**src/rtl/stopwatch_counter.sv**
```systemverilog
// stopwatch_counter: centisecond stopwatch/timer feeding the MM:SS.cc display path.
// Divides the board clock down to a 100 Hz tick and counts up or down, saturating at 0 and MAX_CS.
// Optional feature: define STOPWATCH_LAP_HOLD_EN to add a lap-hold register that freezes the
// displayed value while the live count keeps running.
module stopwatch_counter #(
    parameter int TICKS_PER_CS = 500000,
    parameter int MAX_CS       = 599999
) (
    input  logic        clk,
    input  logic        reset,
    input  logic        start_stop,
    input  logic        clear,
    input  logic        load,
    input  logic [19:0] load_value,
    input  logic        count_down,
    input  logic        lap,
    output logic [19:0] value,
    output logic        running,
    output logic        done
);

    localparam int PW = (TICKS_PER_CS > 1) ? $clog2(TICKS_PER_CS) : 1;
    localparam logic [PW-1:0] PRESC_LAST = PW'(TICKS_PER_CS - 1);
    localparam logic [PW-1:0] PRESC_ONE  = PW'(1);
    localparam logic [19:0]   MAX_VAL    = 20'(MAX_CS);
    localparam logic [19:0]   ONE_CS     = 20'd1;

    typedef enum logic [1:0] {IDLE, RUN, PAUSE, DONE} state_t;

    state_t        state, state_n;
    logic [19:0]   count, count_n;
    logic [PW-1:0] presc, presc_n;
    logic          ss_prev, clr_prev, ld_prev;
    logic          ss_ev, clr_ev, ld_ev, tick;
    logic [19:0]   load_clamped;

    // Remember last button levels so a held button yields a single event.
    always_ff @(posedge clk or posedge reset) begin
        if (reset) begin
            ss_prev  <= 1'b0;
            clr_prev <= 1'b0;
            ld_prev  <= 1'b0;
        end else begin
            ss_prev  <= start_stop;
            clr_prev <= clear;
            ld_prev  <= load;
        end
    end

    assign ss_ev        = start_stop & ~ss_prev;
    assign clr_ev       = clear & ~clr_prev;
    assign ld_ev        = load & ~ld_prev;
    assign tick         = (state == RUN) && (presc == PRESC_LAST);
    assign load_clamped = (load_value > MAX_VAL) ? MAX_VAL : load_value;

    // Next state, count and prescaler; clear beats load beats start_stop, and a button event
    // takes precedence over a tick landing in the same cycle.
    always_comb begin
        state_n = state;
        count_n = count;
        presc_n = presc;
        if (clr_ev) begin
            state_n = IDLE;
            count_n = '0;
            presc_n = '0;
        end else if (ld_ev) begin
            state_n = PAUSE;
            count_n = load_clamped;
            presc_n = '0;
        end else if (ss_ev && (state != DONE)) begin
            if (state == RUN) begin
                state_n = PAUSE;
            end else begin
                state_n = RUN;
                presc_n = '0;
            end
        end else if (state == RUN) begin
            if (tick) begin
                presc_n = '0;
                if (count_down) begin
                    if (count == '0) begin
                        state_n = DONE;
                    end else begin
                        count_n = count - ONE_CS;
                        if (count == ONE_CS) begin
                            state_n = DONE;
                        end
                    end
                end else begin
                    if (count >= MAX_VAL) begin
                        count_n = MAX_VAL;
                        state_n = DONE;
                    end else begin
                        count_n = count + ONE_CS;
                        if (count_n == MAX_VAL) begin
                            state_n = DONE;
                        end
                    end
                end
            end else begin
                presc_n = presc + PRESC_ONE;
            end
        end
    end

    // Live state registers; running/done are registered alongside the state they report.
    always_ff @(posedge clk or posedge reset) begin
        if (reset) begin
            state   <= IDLE;
            count   <= '0;
            presc   <= '0;
            running <= 1'b0;
            done    <= 1'b0;
        end else begin
            state   <= state_n;
            count   <= count_n;
            presc   <= presc_n;
            running <= (state_n == RUN);
            done    <= (state_n == DONE);
        end
    end

`ifdef STOPWATCH_LAP_HOLD_EN
    logic        lap_prev, lap_ev, hold_active;
    logic [19:0] hold;

    assign lap_ev = lap & ~lap_prev;

    // Lap hold: first lap edge freezes the display, second one releases it; clear/load release too.
    always_ff @(posedge clk or posedge reset) begin
        if (reset) begin
            lap_prev    <= 1'b0;
            hold_active <= 1'b0;
            hold        <= '0;
        end else begin
            lap_prev <= lap;
            if (clr_ev || ld_ev) begin
                hold_active <= 1'b0;
            end else if (lap_ev) begin
                if (hold_active) begin
                    hold_active <= 1'b0;
                end else if ((state == RUN) || (state == PAUSE)) begin
                    hold_active <= 1'b1;
                    hold        <= count;
                end
            end
        end
    end

    assign value = hold_active ? hold : count;
`else
    logic unused_lap;
    assign unused_lap = lap;
    assign value      = count;
`endif

endmodule
```
**config.mk**
```make
export PLATFORM = sky130hd
export DESIGN_NAME = stopwatch_counter
export DESIGN_NICKNAME = d
export VERILOG_FILES = /design/src/rtl/stopwatch_counter.sv
export SDC_FILE = /design/constraint.sdc
export NUM_CORES = 1
export LEC_CHECK = 0
export CAP_MARGIN = 25
export CORE_MARGIN = 5
export CORE_UTILIZATION = 45
export DETAILED_ROUTE_END_ITERATION = 10
export PLACE_DENSITY = 0.78
export SKIP_CTS_REPAIR_TIMING = 1
export SYNTH_ARGS = -nofsm -noshare
export SYNTH_HDL_FRONTEND = slang
export SYNTH_SLANG_ARGS = --single-unit
```
**constraint.sdc**
```tcl
create_clock -name clk -period 3.1 [get_ports clk]
set_clock_uncertainty 0.15 [all_clocks]
set_input_delay 0.775 -clock clk [delete_from_list [all_inputs] [get_ports clk]]
set_output_delay 0.775 -clock clk [all_outputs]
set_load 0.02 [all_outputs]
```
# After elaboration in Yosys (flattened, before gate mapping)

Index checks and enable logic that the tools add are counted.
W data, S select, Z words.

Input bits: 27
Output and inout port bits: 22
Flip-flop bits (word level): 46
Logic and storage cells: 63

$add $sub $neg: 3
Eq/ne operators: 10
Bitwise operators: 6
Multiplexer cells: 26
Reduce and logical (&&, ||, !) cells: 8
Magnitude comparators: 2

Operators with widths:

| cell                    | number |
|---|---|
| $mux W20                | 9 |
| $mux W19                | 6 |
| $mux W2                 | 11 |
| $add A20 B1 Y20 const B | 1 |
| $eq A20 B1 Y1 const B   | 1 |
| $eq A20 B20 Y1 const B  | 1 |
| $ge A20 B20 Y1 const B  | 1 |
| $gt A20 B20 Y1 const B  | 1 |
| $logic_not A20 Y1       | 1 |
| $sub A20 B1 Y20 const B | 1 |
| $add A19 B1 Y19 const B | 1 |
| $eq A19 B19 Y1 const B  | 1 |
| $ne A4 B4 Y1 const B    | 2 |
| $reduce_bool A3 Y1      | 2 |
| $eq A2 B1 Y1 const B    | 2 |
| $reduce_and A4 Y1       | 1 |
| $reduce_bool A4 Y1      | 1 |
| $and A1 B1 Y1           | 3 |
| $ne A3 B3 Y1 const B    | 1 |
| $not A1 Y1              | 3 |
| $eq A2 B2 Y1 const B    | 1 |
| $logic_and A1 B1 Y1     | 2 |
| $ne A2 B2 Y1 const B    | 1 |
| $reduce_and A2 Y1       | 1 |

# Longest topological paths before layout

Gate-level depths: netlist of run 1.

Depth in word-level cells: 11
Depth in mapped cells: 11
Gate-level depth less buffers: 8

# Worst setup path before layout of run 1

OpenSTA, ideal clock, no wires.

Kind: register to register
Start: reg count[0] (netlist: value[0])
End: reg count[7] (netlist: value[7])
Slack: 0.348 ns
Library setup time: 0.126 ns
Stages on the path, launching flop included: 11
Path buffers: 2
Data arrival time: 2.476 ns
Clock period less this slack: 2.752 ns
Data required time: 2.824 ns
Cell sequence: dfrtp_1 -> buf_2 -> inv_1 -> ha_1 -> nor3b_1 -> and2_1 -> a41oi_1 -> o21a_1 -> clkbuf_1 -> o21a_1 -> a221o_1

Longest elaborated chain between the ends: 8
Elaborated cells on any way between the ends: 14
Classes of those cells: add/sub (2); order compare (1); eq/ne (1); mux (8); reduce/logical (2)

RTL lines:

| what                                    | RTL line | text |
|---|---|---|
| start, declared                         | 31       | `logic [19:0] count, count_n;` |
| start signal, assigned                  | 116      | `count <= count_n;` |
| $add A20 B1 Y20 (tied with other cells) | 94       | `count_n = count + ONE_CS;` |
| $mux W20 (on tied branches)             | 90, 81   |  |
| $mux W20                                | 80       | `if (count_down) begin` |
| $mux W20                                | 78       | `if (tick) begin` |
| $mux W20                                | 77       | `end else if (state == RUN) begin` |
| $mux W20                                | 70       | `end else if (ss_ev && (state != DONE)) begin` |
| $mux W20                                | 66       | `end else if (ld_ev) begin` |
| $mux W20                                | 62       | `if (clr_ev) begin` |

Parallel ways exist; a longest one is shown, timed or not. The select of a mux whose other input is x is not followed.
A chain may end at the register's enable or synchronous reset.

# Final worst setup path of run 1

Start: in start_stop
End: reg presc[9]

Longest elaborated chain between the ends: 5
Elaborated cells on any way between the ends: 8
Classes of those cells: eq/ne (1); mux (3); bitwise (1); reduce/logical (3)

RTL lines:

| what                  | RTL line | text |
|---|---|---|
| start, declared       | 11       | `input logic start_stop,` |
| $and A1 B1 Y1 *       | 50       | `assign ss_ev = start_stop & ~ss_prev;` |
| $logic_and A1 B1 Y1 * | 70       |  |
| $mux W19              | 70       |  |
| $mux W19              | 66       |  |
| $mux W19              | 62       |  |
| end signal, assigned  | 117      | `presc <= presc_n;` |
| end, declared         | 32       | `logic [PW-1:0] presc, presc_n;` |

Every way passes the cells marked *; elsewhere a longest branch is shown, timed or not.

==> reports/summary.txt, run 1 <==
Synth Area in Simple Gates: 0.312
mux cell area share after synthesis: 0.00817
clk slew on worst S/H paths: 0.10 ns
Final Util: 0.563
Net Count, Synth: 490
Post-Layout Inst Area: 4550 sq um
Leak: 0.00180 uW
area growth from synthesis to layout: 23.9%
Max clock buf depth: 2
DP HPWL: 8.36 mm
startpoint types: primary input
ys flop type: dfrtp_1
drt via density: 6.20
Iteration-0 DRC Markers: 240
CTS buffer count: 5
Total GRT Usage: 0.229
R2R cell count: 7
required time of the critical path: 3.12 ns
largest net degree at the start of global routing: 47
final worst-path cycle share: 0.903
# DRC: 0
1st-pass router iterations: 6
Max Cap Violations: 0
unrepaired setup endpoints after global routing: false
max frequency: 357 MHz
crit path launch: start_stop
#FFs+latches synth: 46
diode count: 0
clock latency on the worst-skew pair: 0.31 ns
max-slew violations: 0
GR Overflow Total: 0
DIE HEIGHT: 100 um
reg-to-reg setup timing slack: 0.32 ns
initial core utilization: 0.454
top cells by area, synth: dfrtp_1 (31%), o21ai_0 (5.6%), nand2_1 (4.9%), nand3_1 (3.7%), nor2_1 (3.5%)
critical path's slowest cell: nor2b_1
Final ANT Viol Nets: 0
Hold Path Depth: 1
maximum VDD drop: 0.000251 V
IO Pins: 49
Rel. slew slack: 0.457
max incr delay on CP: 0.70 ns
Setup Viol. Count Final: 0
placed inst area: 4460 sq um
total die area: 10100 sq um
Period minus WS final: 2.80 ns
Mean Syn Cell Area: 8.02 sq um
routed len/inst: 17.9 um
PwrDens: 400 nW/um^2
RR Startpoint: value[15]
CP Max Fanout: 12
critical path type: primary input to flop
Final Hold Viols: 0
worst hold path class: flop to flop
Post-Synth XOR/XNOR Area: 0.0477
Worst-Margin Slew: 0.813 ns
Yosys top cell area share: 0.313
adder-cell share of the synthesized area: 0.0170
initial antenna violation count: 0
Sink Count: 46
Reg-to-Reg End: value[11]
Critical Path End: presc[9]
routability cong.: 0.959
Mapped Area: 3670 sq um
CORE AREA: 8090 sq um
asr flop ratio synth: 1.00
Total Routed Length: 11.2 mm
Post-synth EDFFs: 0
post-synthesis compound-gate area fraction: 0.248
die width: 100 um
CTS Root Cell: clkbuf_8
number of global-route vias before repair: 3706
Yosys top cell by area: dfrtp_1
Synth Instances: 458
Seq/Total Area, Yosys: 0.313
CTS H-Tree Depth: 2
Final nets: 554
CTS tree: yes
Core Rows: 33
Via Count: 3891
Synth cell types: 76
crit-path cells: clkdlybuf4s50_1, buf_4, nor2b_1, buf_4, a211oi_1, o21ai_0, nor2b_1, nor2_1
main combinational cell family by area after synthesis: simple AND/OR/NAND/NOR gates
endpoint class of the critical path: flop
Worst EP arrival: 2.82 ns
Synth Warn #: 0
I/O Buffers: 47
run status: complete, no violations
wire length of the first global-routing pass: 18.8 mm
fraction of layout cells with a size suffix above 1: 0.126
per-layer routing:
layer,vias to the layer above,wire [um],track usage
met1,1876,5020,0.313
met5,-,0,0
li1,1848,-,-
met4,0,374,0.0891
met2,138,5180,0.361
met3,29,675,0.0368
worst max-delay path: cells and delay by family:
kind	cells	cell delay [ns]
buffers and inverters	3	0.79
AOI/OAI and AO/OA	2	0.19
and+or+nand+nor	3	1.06
worst min path at each step:
stage	start	endpoint	slack, ns
floorplan	presc[18]	presc[18]	0.31
global placement	presc[18]	presc[18]	0.34
detailed placement	presc[3]	presc[3]	0.36
CTS	presc[1]	presc[1]	0.39
global route	presc[18]	presc[18]	0.41
finish	presc[18]	presc[18]	0.38
cell type report:
| class | instances | area (sq um) |
|---|---|---|
| clock buffers | 5 | 68.8 |
| repair buffers | 91 | 813 |
| well taps | 105 | 131 |
| inverters | 11 | 41.3 |
| clock inverters | 3 | 23.8 |
| flip-flops and latches | 46 | 1150 |
| multi-input cells | 367 | 2320 |
| fillers | 762 | 3540 |
registers in the layout, summed over array words and instances (netlist names):
signal	cells
clr_prev	1
done	1
ld_prev	1
presc	19
running	1
ss_prev	1
state	2
value	20
cell families (layout without fill, tap and decap cells):
group,Yosys count,in the layout
DFF,46,46
and+or+nand+nor,211,211
muxes,3,3
adders and majority gates,5,5
AOI/OAI and AO/OA,128,128
xor gates and xnor gates,20,20
buffers and inverters,45,110
synth_stat cells (4+ instances only):
| cell | number |
|---|---|
| nand2_1 | 48 |
| dfrtp_1 | 46 |
| o21ai_0 | 41 |
| nor2_1 | 34 |
| nand3_1 | 27 |
| clkbuf_1 | 19 |
| nand4_1 | 16 |
| o211ai_1 | 13 |
| xor2_1 | 12 |
| inv_1 | 11 |
| nor3_1 | 11 |
| a21oi_1 | 10 |
| and3_1 | 10 |
| nor2b_1 | 10 |
| buf_2 | 9 |
| o31ai_1 | 8 |
| xnor2_1 | 8 |
| and2_1 | 6 |
| nand2b_1 | 6 |
| nor4_1 | 6 |
| or3_1 | 6 |
| ha_1 | 5 |
| o21a_1 | 5 |
| or4_1 | 5 |
| a31oi_1 | 4 |
cells in the final DEF (no fill, tap or decap), types with 8 or more instances in the layout:
cell,count
o31ai_1,8
xnor2_1,8
nor3_1,11
inv_1,10
buf_4,43
dfrtp_1,46
o211ai_1,13
nor2b_1,10
nand2_1,48
nor2_1,34
nand3_1,27
o21ai_0,41
xor2_1,12
a21oi_1,10
clkdlybuf4s50_1,47
nand4_1,16
and3_1,10
power breakdown:
group	internal, uW	total [uW]	leakage [uW]	switching [uW]
sequential	641	707	0.000619	66.2
combinational	316	714	0.00114	398
clock	162	400	0.0000408	238
through the flow:
step           setup slack [ns]   TNS, ns  total power, uW  cells  hold WS (ns)
4_1_cts                   0.304         0             1830    628         0.389
5_1_grt                   0.117         0             1920    628         0.410
3_5_place_dp           -0.00786  -0.00786             1420    620         0.363
6_report                  0.300         0             1820    628         0.380
3_3_place_gp             0.0566         0             1410    620         0.340
2_1_floorplan             0.348         0             1140    458         0.313
Power figures use the tool's default switching activity.
==> run 2, diff against run 1 <==
--- a/config.mk
+++ b/config.mk
@@ -7,9 +7,9 @@
 export LEC_CHECK = 0
 export CAP_MARGIN = 25
 export CORE_MARGIN = 5
-export CORE_UTILIZATION = 45
+export CORE_UTILIZATION = 56
 export DETAILED_ROUTE_END_ITERATION = 10
-export PLACE_DENSITY = 0.78
+export PLACE_DENSITY = 0.92
 export SKIP_CTS_REPAIR_TIMING = 1
 export SYNTH_ARGS = -nofsm -noshare
 export SYNTH_HDL_FRONTEND = slang
==> run 2 against run 1 <==
Cell area shrank 3.2%. Sequential power grew 1%. Via count grew 2.6%. Critical path type is now flop to flop. Setup slack lost 0.078 ns. Critical endpoint is now value[7]. Total power shrank 0.49%. Count of clock-buffer cells in the layout is the same. Register-to-register slack lost 0.097 ns. Routed wire length shrank 2.1%. Non-clock buffer count shrank 15.
==> reports/summary.txt, run 2 (same netlist as run 1, synthesis figures left out) <==
I/O Buffers: 47
critical path's slowest cell: dfrtp_1
CORE AREA: 6350 sq um
Final Hold Viols: 0
Total GRT Usage: 0.266
clk slew on worst S/H paths: 0.09 ns
CP Max Fanout: 13
max incr delay on CP: 0.53 ns
worst hold path class: flop to flop
Via Count: 3992
Top cell by count, worst path: o21ai_2
initial antenna violation count: 0
Top delay family on crit path: compound AO/OA/AOI/OAI gates
fraction of layout cells with a size suffix above 1: 0.0984
Post-Layout Inst Area: 4410 sq um
CTS H-Tree Depth: 2
PwrDens: 411 nW/um^2
number of global-route vias before repair: 3858
Tot Pwr: 1810 uW
Worst-Margin Slew: 0.833 ns
CTS Root Cell: clkbuf_8
final worst-path cycle share: 0.928
max FFs per register: 20
IO Pins: 49
R2R cell count: 7
total die area: 8280 sq um
run status: complete, no violations
routability cong.: 0.919
RR Startpoint: value[0]
Reg-to-Reg End: value[7]
Final ANT Viol Nets: 0
unrepaired setup endpoints after global routing: false
Total Routed Length: 11.0 mm
diode count: 0
placed inst area: 4310 sq um
endpoint class of the critical path: flop
Max clock buf depth: 2
most frequent cells in the layout: nand2_1 (48), clkdlybuf4s50_1 (47), dfrtp_1 (46), o21ai_0 (41), nor2_1 (34)
max frequency: 348 MHz
Hold Slack: 0.374 ns
hold path endpoint: presc[3]
Worst EP arrival: 2.92 ns
Final nets: 539
1st-pass router iterations: 7
# DRC: 0
largest net degree at the start of global routing: 47
Iteration-0 DRC Markers: 397
Rel. slew slack: 0.444
routed len/inst: 18.8 um
CTS buffer count: 5
Leak: 0.00172 uW
area growth from synthesis to layout: 19.9%
HP Start: presc[3]
max-slew violations: 0
wire length of the first global-routing pass: 18.4 mm
die width: 91.0 um
clock latency on the worst-skew pair: 0.32 ns
reg-to-reg setup timing slack: 0.22 ns
Fill cells: 506
startpoint types: flop
Setup Viol. Count Final: 0
drt via density: 6.82
required time of the critical path: 3.14 ns
CTS tree: yes
Hold Path Depth: 1
maximum VDD drop: 0.000284 V
DP HPWL: 8.01 mm
Max Cap Violations: 0
Core Rows: 29
Sink Count: 46
GR Overflow Total: 0
DIE HEIGHT: 91.0 um
WP buf/inv: 0
critical path type: flop to flop
initial core utilization: 0.579
crit-path cells: ha_1, and3_1, a311oi_4, o21ai_2, a21oi_4, o21ai_2, a221o_1
commonest non-fill, non-tap cell in the layout: nand2_1
Period minus WS final: 2.88 ns
final setup TNS: 0 ns
-- run 2: cell count changes in the layout (fill, tap and decap cells not counted), sizes merged --
cell,delta
inv,-1
buf,-15
clkinv,+1
-- run 2: worst max path at each step --
stage,startpoint,to,slack (ns),depth (start not counted)
2_1_floorplan,value[0],value[7],0.35,10
3_3_place_gp,start_stop,presc[14],0.03,7
3_5_place_dp,load,presc[11],-0.03,7
4_1_cts,value[0],value[7],0.28,7
5_1_grt,value[0],value[18],0.04,7
6_report,value[0],value[7],0.22,7
-- run 2: cell type report --
cell class	instances	area (sq um)	area share
multi-input combinational	367	2320	0.527
sequential	46	1150	0.261
clock buffer	5	68.8	0.0156
tap	77	96.3	0.0219
clock inverter	3	23.8	0.00540
timing repair buffer	76	701	0.159
inverter	11	41.3	0.00937
-- run 2: power by group --
part / internal, uW / switching [uW]
Combinational: 305 / 395
Sequential: 641 / 73.7
Clock: 162 / 236
-- run 2: per-layer routing --
layer | GRT usage | share of wire | up-vias
met3 | 0.0421 | 0.092 | 47
met2 | 0.452 | 0.49 | 256
met4 | 0.0966 | 0.025 | 0
met5 | 0 | 0 | -
li1 | - | - | 1814
met1 | 0.342 | 0.39 | 1875
-- run 2: worst reg2reg max path: stages (launching register included) --
cell	delay [ns]
dfrtp_1	0.53
ha_1	0.34
and3_1	0.33
a311oi_4	0.40
o21ai_2	0.25
a21oi_4	0.35
o21ai_2	0.09
a221o_1	0.33
-- run 2: metrics by stage --
stage	setup WS [ns]	std cells	utilization
floorplan	0.348	458	-
global placement	0.0293	577	0.679
detailed placement	-0.0305	577	0.679
CTS	0.281	585	0.694
global route	0.0376	585	0.694
finish	0.223	585	0.694
